==> config.mk <==
export PLATFORM = sky130hd
export DESIGN_NAME = alu_mc_ctrl
export DESIGN_NICKNAME = d
export VERILOG_FILES = /design/src/rtl/alu_mc_ctrl.sv
export SDC_FILE = /design/constraint.sdc
export NUM_CORES = 1
export LEC_CHECK = 0
export CORE_ASPECT_RATIO = 1.25
export CORE_UTILIZATION = 49
export DETAILED_ROUTE_END_ITERATION = 10
export GPL_ROUTABILITY_DRIVEN = 1
export PLACE_DENSITY = 0.78
export SYNTH_ARGS = -nofsm -noshare
export SYNTH_HDL_FRONTEND = slang
export SYNTH_SLANG_ARGS = --single-unit
==> constraint.sdc <==
create_clock -name clk -period 2.42 [get_ports clk]
set_input_delay 0.484 -clock clk [delete_from_list [all_inputs] [get_ports clk]]
set_output_delay 0.484 -clock clk [all_outputs]
set_load 0.01 [all_outputs]
==> src/rtl/alu_mc_ctrl.sv <==
// alu_mc_ctrl: ALU function-code decode plus an iterative shift-add multiplier driving HI/LO.
// Optional macro ALU_MUL_SIGNED_EN adds signed MULT (magnitude multiply, conditional final negate).
module alu_mc_ctrl #(
    parameter int WIDTH = 32
) (
    input  logic             clk,
    input  logic             rst_n,
    input  logic             valid_in,
    input  logic [1:0]       ALU_op,
    input  logic [5:0]       funct_ctrl,
    input  logic [WIDTH-1:0] src_a,
    input  logic [WIDTH-1:0] src_b,
    output logic [5:0]       funct,
    output logic [1:0]       result_sel,
    output logic             stall,
    output logic             mul_done,
    output logic [WIDTH-1:0] hi,
    output logic [WIDTH-1:0] lo
);
    // state  | meaning
    // IDLE   | waiting for a multiply start
    // MUL    | one shift-add step per cycle, stall held high
    // DONE   | HI/LO just loaded, held instruction retires
    localparam logic [1:0] S_IDLE = 2'd0;
    localparam logic [1:0] S_MUL  = 2'd1;
    localparam logic [1:0] S_DONE = 2'd2;

    localparam int CW = $clog2(WIDTH);
    localparam logic [CW-1:0] LAST_CNT = CW'(WIDTH - 1);

    localparam logic [5:0] FC_ADDU  = 6'b001011;
    localparam logic [5:0] FC_SUBU  = 6'b001101;
    localparam logic [5:0] FC_SLL   = 6'b100110;
    localparam logic [5:0] FC_SLLV  = 6'b110110;
    localparam logic [5:0] FC_MULTU = 6'b011001;
    localparam logic [5:0] FC_MFHI  = 6'b010000;
    localparam logic [5:0] FC_MFLO  = 6'b010010;

    logic [1:0]         state_q, state_d;
    logic [2*WIDTH:0]   p_q, p_d;
    logic [WIDTH-1:0]   mcand_q, mcand_d;
    logic [CW-1:0]      count_q, count_d;
    logic [WIDTH-1:0]   hi_q, hi_d;
    logic [WIDTH-1:0]   lo_q, lo_d;

    logic               mul_req;
    logic               start;
    logic [WIDTH-1:0]   op_a;
    logic [WIDTH-1:0]   op_b;
    logic [WIDTH:0]     upper_sum;
    logic [2*WIDTH:0]   p_step;
    logic [2*WIDTH-1:0] prod_raw;
    logic [2*WIDTH-1:0] prod_final;

    always_comb begin
        funct      = 6'b000000;
        result_sel = 2'b00;
        case (ALU_op)
            2'b00: funct = 6'b001001;
            2'b01: funct = 6'b001010;
            2'b11: funct = 6'b101010;
            default: begin
                case (funct_ctrl)
                    FC_ADDU: funct = 6'b001001;
                    FC_SUBU: funct = 6'b001010;
                    FC_SLL:  funct = 6'b100001;
                    FC_SLLV: funct = 6'b110101;
                    FC_MFHI: result_sel = 2'b01;
                    FC_MFLO: result_sel = 2'b10;
                    default: funct = 6'b000000;
                endcase
            end
        endcase
    end

`ifdef ALU_MUL_SIGNED_EN
    localparam logic [5:0] FC_MULT = 6'b011000;

    logic is_mult;
    logic neg_q;

    assign is_mult  = (ALU_op == 2'b10) && (funct_ctrl == FC_MULT);
    assign mul_req  = ((ALU_op == 2'b10) && (funct_ctrl == FC_MULTU)) || is_mult;
    assign op_a     = (is_mult && src_a[WIDTH-1]) ? -src_a : src_a;
    assign op_b     = (is_mult && src_b[WIDTH-1]) ? -src_b : src_b;
    assign prod_final = neg_q ? -prod_raw : prod_raw;

    // Sign of the product is fixed at the start edge, like the operands.
    always_ff @(posedge clk or negedge rst_n) begin
        if (!rst_n) begin
            neg_q <= 1'b0;
        end else if (start) begin
            neg_q <= is_mult & (src_a[WIDTH-1] ^ src_b[WIDTH-1]);
        end
    end
`else
    assign mul_req    = (ALU_op == 2'b10) && (funct_ctrl == FC_MULTU);
    assign op_a       = src_a;
    assign op_b       = src_b;
    assign prod_final = prod_raw;
`endif

    // rst_n gates start so stall drops the moment reset asserts.
    assign start = rst_n & valid_in & (state_q == S_IDLE) & mul_req;

    assign upper_sum = p_q[0] ? ({1'b0, p_q[2*WIDTH-1:WIDTH]} + {1'b0, mcand_q})
                              : p_q[2*WIDTH:WIDTH];
    assign p_step    = {1'b0, upper_sum, p_q[WIDTH-1:1]};
    assign prod_raw  = p_step[2*WIDTH-1:0];

    always_comb begin
        state_d = state_q;
        p_d     = p_q;
        mcand_d = mcand_q;
        count_d = count_q;
        hi_d    = hi_q;
        lo_d    = lo_q;
        case (state_q)
            S_IDLE: begin
                if (start) begin
                    state_d = S_MUL;
                    mcand_d = op_a;
                    p_d     = {{(WIDTH+1){1'b0}}, op_b};
                    count_d = '0;
                end
            end
            S_MUL: begin
                p_d     = p_step;
                count_d = count_q + CW'(1);
                if (count_q == LAST_CNT) begin
                    hi_d    = prod_final[2*WIDTH-1:WIDTH];
                    lo_d    = prod_final[WIDTH-1:0];
                    count_d = '0;
                    state_d = S_DONE;
                end
            end
            S_DONE:  state_d = S_IDLE;
            default: state_d = S_IDLE;
        endcase
    end

    always_ff @(posedge clk or negedge rst_n) begin
        if (!rst_n) begin
            state_q <= S_IDLE;
            p_q     <= '0;
            mcand_q <= '0;
            count_q <= '0;
            hi_q    <= '0;
            lo_q    <= '0;
        end else begin
            state_q <= state_d;
            p_q     <= p_d;
            mcand_q <= mcand_d;
            count_q <= count_d;
            hi_q    <= hi_d;
            lo_q    <= lo_d;
        end
    end

    assign stall    = start | (state_q == S_MUL);
    assign mul_done = (state_q == S_DONE);
    assign hi       = hi_q;
    assign lo       = lo_q;

endmodule

Word level (Yosys, flattened, before mapping) --
Index checks and enable logic that the tools add are counted.
Storage, ports and cells: latch bits 0, input bits 75, ROM bits 0, memories 0, bits in writable memories 0, bits in registers 168
Cells by class: reductions and logical operators 9, multiplexer cells 13, $mul 0, order comparisons 0, bitwise logic cells 4, equal/unequal tests 15, shift-type cells 0, div/mod/pow operators 0, $add $sub $neg 2
Operator list (number):
- $pmux W65 S2 | 1
- $mux W65 | 1
- $add A32 B32 Y33 | 1
- $mux W33 | 1
- $pmux W6 S4 | 1
- $eq A6 B5 Y1 const B | 3
- $pmux W6 S3 | 1
- $eq A6 B4 Y1 const B | 2
- $eq A6 B6 Y1 const B | 2
- $mux W5 | 2
- $pmux W5 S2 | 1
- $pmux W2 S2 | 2
- $reduce_and A2 Y1 | 4
- $eq A2 B2 Y1 const B | 3
- $mux W2 | 3
- $add A5 B1 Y5 const B | 1
- $eq A5 B5 Y1 const B | 1
- $eq A2 B1 Y1 const B | 2
- $logic_not A2 Y1 | 2
- $ne A2 B2 Y1 const B | 2
- $and A1 B1 Y1 | 3
- $reduce_or A3 Y1 | 1
- $reduce_bool A2 Y1 | 1
- $logic_and A1 B1 Y1 | 1
- $or A1 B1 Y1 | 1

Logic depth before layout (Yosys ltp) --
Gate-level depths: netlist of run 1.
depth after elaboration 5, mapped depth 10

Worst setup path before layout of run 1 --
No wires, ideal clock.
path kind register to register, start point reg p_q[32], end point reg p_q[61], data required time 2.351 ns, cell stages (with the launch flop) 11, clock period less this slack 2.661 ns, arrival 2.591 ns, setup slack -0.241 ns, buffers on the path 0, cell sequence dfrtp_1 -> ha_1 -> fa_1 -> a211oi_1 -> o21ai_2 -> a31oi_4 -> o31ai_4 -> a211oi_4 -> o31ai_2 -> or3_1 -> nand3_1
On the way: word-level cells in the longest chain between the ends 3
Ends and longest elaborated chain:
- from (decl) | RTL line 40 | logic [2*WIDTH:0] p_q, p_d;
- from (signal assigned) | RTL line 152 | p_q <= p_d;
- $add A32 B32 Y33 | RTL line 106 | assign upper_sum = p_q[0] ? ({1'b0, p_q[2*WIDTH-1:WIDTH]} + {1'b0, mcand_q})
- $mux W33 | RTL line 106
- $pmux W65 S2 | RTL line 118 | case (state_q)
No other way between the ends. A chain may end at the register's enable or synchronous reset.

Worst setup path in the final report of run 1 --
Same ends and word-level chain as after synthesis.

==> results.md, run 1 <==
* DP HPWL at 16300 microns
* Clock Pin Slew Worst Setup and Hold Paths at 0.07 ns
* RD Place Congestion at 0.897
* Rel. slew slack at 39.7%
* Num rows at 54
* Crit path from: p_q[32]
* Inserted Clock Buffers at 17
* Clock Skew at 0.0150 ns
* Combinational fraction of design power at 32.3%
* Slew Viols, Final at 0
* Switching Fraction at 34.4%
* Vias in the first global route at 7581
* Worst R2R Setup Slack at -0.21 ns
* Worst Path Max Fanout at 4
* Root Buffer Master: clkbuf_16
* Fillers at 1326
* RSZ-0062 raised after global routing: true
* Mapped Cells at 918
* DRT Wirelength at 23200 microns
* Worst Hold Class: primary input to asynchronous set/reset pin
* DRT Pass-1 Iters at 4
* Post-synth EDFFs at 0
* Ys async rst share at 100%
* Critical Path AT at 3.00 ns
* Area of the multi-input gates at 4750 sq um
* Ys flop type: dfrtp_1
* Final min period at 2.63 ns
* DRC Markers at 0
* Outcome: complete, but fails checks
* IR Drop Worst-Case VDD at 0.479 mV
* All-Layer GR Usage at 25.6%
* Drt initial violations at 414
* Initial antenna violation count at 0
* Reg2reg start: p_q[32]
* Ports at 149
* Worst-Margin Slew at 0.905 ns
* RR Endpoint: p_q[61]
* Layout area overhead at 39.3%
* Layout Nets at 1263
* Largest net degree at the start of global routing at 81
* Fin. Hold Viols at 0
* Later-pin clock latency in the skew report at 0.44 ns
* Failing checks: setup timing
* Synth Register Bits at 167
* Critical path class: flop to flop
* Initial core utilization at 50.3%
* Syn Area/Cell at 9.58 sq um
* Diodes inserted at 0
* WP data required at 2.79 ns
* Share of layout cells above drive strength 1 at 23.2%
* Maximum clock path buffer count at 2
* DIE AREA at 18500 sq um
* Routed wire length per instance at 16.7 microns
* Cell Area, Synth at 8790 sq um
* Reg2Reg Depth at 11
* Leakage power at 5.82 nW
* H-Tree Depth at 4
* Global-route wire length before repair at 36900 microns
* Top post-synthesis cells by area: dfrtp_1, nand2_1, mux2i_1
* Vias at 7692
* Ys Warns at 0
* ANT nets after route at 0
* DIE WIDTH at 122 microns
* Distinct cells, synth at 66
* Clock sink count at 167
* Height of the die at 152 microns
* Pre-CTS setup slack at -0.531 ns
* Core area at 17500 sq um
* GRT overflow at 0
* Worst setup SP type: flop
* Period utilisation layout at 109%
* Crit path capture: p_q[61]
* Seq pwr share at 38.9%
* Mapped Nets at 1028
* Clock power frac at 28.8%
* F_max at 0.380 GHz
* Vias per cell at 5.53
* # hold bufs at CTS at 0
* Sequential Area at 4180 sq um
* Design Power at 0.00929 W
* PD cells at 758 nW/um^2
* Final setup margin at -0.209 ns
* Int Power at 0.00609 W
* CTS tree: yes
* Net Sw Power at 0.00320 W
* Max-cap violations at 0
* # setup viols final at 37
* Sequential area share after synthesis at 47.5%
* Top-area cell type share of the netlist area at 47.5%
* Critical path endpoint category: flop
* Cell taking the most area after synthesis: dfrtp_1
* Port bufs at 148
-- layout make-up --
type | instances | area share [%]
clock buffers | 17 | 3.47
clock inverters | 15 | 1.24
inverters | 11 | 0.337
multi-input cells | 684 | 38.8
flip-flops and latches | 167 | 34.1
well taps | 224 | 2.29
repair buffers | 272 | 19.8
-- critical path: stages, from the launching register on --
cell and delay, ns:
dfrtp_1 0.39, ha_2 0.20, fa_2 0.35, a211oi_2 0.22
o21ai_2 0.10, a31oi_4 0.20, o31ai_4 0.10, a211oi_4 0.35
buf_4 0.18, o31ai_4 0.06, or3_1 0.32, nand3_1 0.07
-- power by group through the flow --
stage / registers, W / clock network (W) / logic, W
after floorplan: 0.00355 / 0 / 0.00150
after global placement: 0.00361 / 0 / 0.00267
after detailed placement: 0.00363 / 0 / 0.00274
after CTS: 0.00359 / 0.00272 / 0.00281
after global routing: 0.00366 / 0.00285 / 0.00330
final: 0.00361 / 0.00268 / 0.00300
-- worst min-delay path by stage --
stage	from	to	depth (start not counted)
floorplan	rst_n	count_q[0]	0
global placement	lo[8]	lo[8]	2
detailed placement	lo[21]	lo[21]	2
CTS	rst_n	mcand_q[17]	2
global route	rst_n	mcand_q[17]	2
finish	rst_n	mcand_q[17]	2
-- cell usage after synthesis, types with 8 or more instances --
cell,instances
ha_1,34
xnor2_1,15
buf_1,9
dfrtp_1,167
o31ai_1,8
or3_1,8
nand4_1,9
and3_1,8
xor2_1,10
o21a_1,8
nor2b_1,8
nor3_1,10
nand2_1,208
mux2_2,34
mux2i_1,50
nand3_1,27
o21ai_0,84
o21ai_1,9
nor2_1,32
a21o_1,10
inv_1,11
a21oi_1,38
clkbuf_1,43
a31oi_1,17
-- cells by family after synthesis --
| kind of cell | after synthesis | share of synthesized area (%) |
|---|---|---|
| xor+xnor | 25 | 2.49 |
| mux | 84 | 10.0 |
| simple gates | 329 | 16.4 |
| flops | 167 | 47.5 |
| buf+inv | 67 | 2.94 |
| compound gates | 211 | 15.5 |
| fa+ha+maj | 35 | 5.06 |
-- stage by stage --
stage / setup TNS, ns / instance area (sq um) / utilization, % / cells / hold WS (ns)
global route: -7.97 / 12300 / 70.0 / 1390 / 0.284
detailed placement: -24.01 / 11300 / 64.3 / 1345 / 0.462
finish: -3.27 / 12300 / 70.0 / 1390 / 0.216
CTS: -3.03 / 12000 / 68.3 / 1380 / 0.251
floorplan: -0.167 / 8840 / - / 918 / 0.188
global placement: -20.49 / 11300 / 64.3 / 1345 / 0.458
-- state kept, by name (all words and copies together) (netlist names) --
signal / count
count_q: 5
lo: 32
state_q: 2
mcand_q: 32
hi: 32
p_q: 64
-- layer usage --
metal | global-route usage, % | vias up | part of all wire (%)
li1 | - | 3699 | -
met1 | 31.2 | 3747 | 42
met2 | 45.3 | 199 | 51
met3 | 3.74 | 47 | 3.7
met4 | 9.88 | 0 | 2.9
met5 | 0 | - | 0
-- cells in the final DEF (no fill, tap or decap), types with 13 or more instances in the layout --
master | Yosys | layout
a31oi_1 | 17 | 16
ha_1 | 34 | 25
a21oi_1 | 38 | 31
xnor2_1 | 15 | 13
mux2i_1 | 50 | 47
o21ai_0 | 84 | 63
nor2_1 | 32 | 29
dfrtp_1 | 167 | 167
clkdlybuf4s50_1 | 0 | 132
o21ai_1 | 9 | 22
mux2_2 | 34 | 34
clkbuf_16 | 0 | 17
nand2_1 | 208 | 205
buf_4 | 1 | 117
nand3_1 | 27 | 24
-- repair_timing --
| action | in CTS | in global routing |
|---|---|---|
| endpoints found under the setup margin | 49 | 54 |
| pin swaps | 33 | 29 |
| buffers inserted | 4 | 10 |
| endpoints found under the hold margin | 0 | 0 |
| gates resized for setup | 57 | 58 |
Note: power is estimated with default switching activity, not from simulation.
==> inputs of run 2 (changes only) <==
CORE_UTILIZATION = 50   (was 49)
DONT_BUFFER_PORTS = 1   (was default)
PLACE_DENSITY = 0.68   (was 0.78)
==> results.md, run 2 (synthesis gave the netlist of run 1 again) <==
* Critical path class: flop to flop
* Root Buffer Master: clkbuf_16
* DRT Wirelength at 21100 microns
* Rel. slew slack at 45.4%
* RD Place Congestion at 0.901
* Slowest stage delay, CP at 0.46 ns
* Design area at 10600 sq um
* Clock power frac at 29.5%
* Slowest stage cell, crit path: a221o_1
* GRT overflow at 0
* Max FFs per register at 64
* Final setup margin at -0.138 ns
* Seq pwr share at 40.9%
* DP HPWL at 14100 microns
* Critical Path AT at 2.84 ns
* CTS tree: yes
* # setup viols final at 22
* Largest net degree at the start of global routing at 169
* Area of the multi-input gates at 4810 sq um
* CP Buf/Inv Count at 0
* Layout area overhead at 20.5%
* IR Drop Worst-Case VDD at 0.456 mV
* WP data required at 2.71 ns
* Inserted Clock Buffers at 17
* Ports at 149
* Worst Hold Class: primary input to asynchronous set/reset pin
* Max-cap violations at 0
* Failing checks: hold timing, setup timing
* Num rows at 53
* Slew Viols, Final at 0
* Leakage power at 5.02 nW
* Fin. Hold Viols at 167
* H-Tree Depth at 4
* Initial core utilization at 51.6%
* Critical path endpoint category: flop
* F_max at 0.391 GHz
* Clock sink count at 167
* Worst-Margin Slew at 0.817 ns
* Diodes inserted at 0
* Int Power at 0.00594 W
* Most common cell after layout, fill and taps aside: nand2_1
* Clock Skew at 0.00925 ns
* RSZ-0062 raised after global routing: true
* Outcome: complete, but fails checks
* Vias per cell at 5.75
* DIE AREA at 18100 sq um
* Combinational fraction of design power at 29.6%
* Final min period at 2.56 ns
* Hold Worst Slack at -0.249 ns
* Routed wire length per instance at 17.5 microns
* Utilization after layout at 62.2%
* Maximum clock path buffer count at 2
* Register bank with the most flops: p_q
* Layout Nets at 1081
* DIE WIDTH at 121 microns
* Later-pin clock latency in the skew report at 0.43 ns
* DRT Pass-1 Iters at 5
* All-Layer GR Usage at 24.1%
* Post-DP Area at 9530 sq um
* Net Sw Power at 0.00288 W
* Vias at 6917
* Global-route wire length before repair at 34200 microns
* Worst Path Max Fanout at 5
* Share of layout cells above drive strength 1 at 23.0%
* Initial antenna violation count at 0
* Fillers at 1408
* Switching Fraction at 32.6%
* Clock Pin Slew Worst Setup and Hold Paths at 0.06 ns
* ANT nets after route at 0
* DRC Markers at 0
* Height of the die at 150 microns
* Period utilisation layout at 106%
* CP top delay family: compound AO/OA/AOI/OAI gates
* Port bufs at 0
* Core area at 17000 sq um
* Commonest non-fill, non-tap cells in the layout: nand2_1, dfrtp_1, buf_4, o21ai_0, mux2i_1
* PD cells at 832 nW/um^2
* Vias in the first global route at 6748
* Worst setup SP type: flop
* Critical path cell sequence: ha_1 > a21oi_1 > o21ai_0 > a221o_1 > a211oi_4 > nor2_1 > o31ai_2 > o21ai_1
* Drt initial violations at 343
* Sequential Area at 4180 sq um
[run 2: changes by cell type in the layout (fill, tap and decap cells not counted), moves of 4 or more]
cell             before  now
clkdlybuf4s50_1     132    0
o21ai_0              63   68
buf_2                 4    0
dlygate4sd2_1         8    0
inv_8                 6    0
buf_4               117   80
o21ai_2               9    5
[run 2: final timing paths]
path	slack, ns	depth (start not counted)	to	start
max	-0.14	8	p_q[57]	p_q[49]
min	-0.25	0	lo[23]	rst_n
max reg2reg	-0.14	8	p_q[57]	p_q[49]
min reg2reg	0.49	2	lo[10]	p_q[11]
max in group asynchronous	2.41	0	p_q[2]	rst_n
min in group clk	0.20	1	mcand_q[14]	src_a[14]
[run 2: cell type report]
type,instances,share of cell area (%)
clock inverters,10,0.897
flip-flops and latches,167,39.4
clock buffers,22,4.38
repair buffers,90,6.89
multi-input cells,684,45.4
inverters,11,0.390
well taps,220,2.60
[run 2: worst register-to-register path, cell delays in order (launching register included)]
cell	delay, ns
dfrtp_1	0.40
ha_1	0.38
a21oi_1	0.22
o21ai_0	0.22
a221o_1	0.46
a211oi_4	0.30
nor2_1	0.12
o31ai_2	0.24
o21ai_1	0.09
[run 2: stage by stage]
stage	instances	setup TNS [ns]	setup WS [ns]	hold slack (ns)	total power [W]
floorplan	918	-0.167	-0.0493	0.188	0.00505
global placement	1159	-2.18	-0.188	0.191	0.00588
detailed placement	1159	-3.83	-0.197	0.192	0.00594
CTS	1198	-1.04	-0.131	-0.267	0.00871
global route	1204	-6.85	-0.287	-0.275	0.00935
finish	1204	-1.63	-0.138	-0.249	0.00881
[run 2: power by group through the flow]
stage	logic [W]	registers [W]	clock network, W
floorplan	0.00150	0.00355	0
global placement	0.00228	0.00360	0
detailed placement	0.00232	0.00362	0
CTS	0.00246	0.00358	0.00267
global route	0.00289	0.00367	0.00279
finish	0.00261	0.00360	0.00260
[run 2: repair_timing]
| action | in CTS | in global routing |
|---|---|---|
| pin swaps | 34 | 33 |
| resized for setup | 43 | 42 |
| buffers inserted | 8 | 7 |
| endpoints found under the hold margin | 167 | 167 |
| setup endpoints to repair | 41 | 47 |
[run 2: metal layers]
layer  vias to the layer above  wire [microns]  GRT usage [%]  part of all wire (%)
met5                         -               0              0                     0
met2                       178           10600           41.8                    50
met4                         0             269           8.02                   1.3
li1                       3359               -              -                     -
met1                      3352            9150           29.5                    43
met3                        28            1130           5.42                   5.3
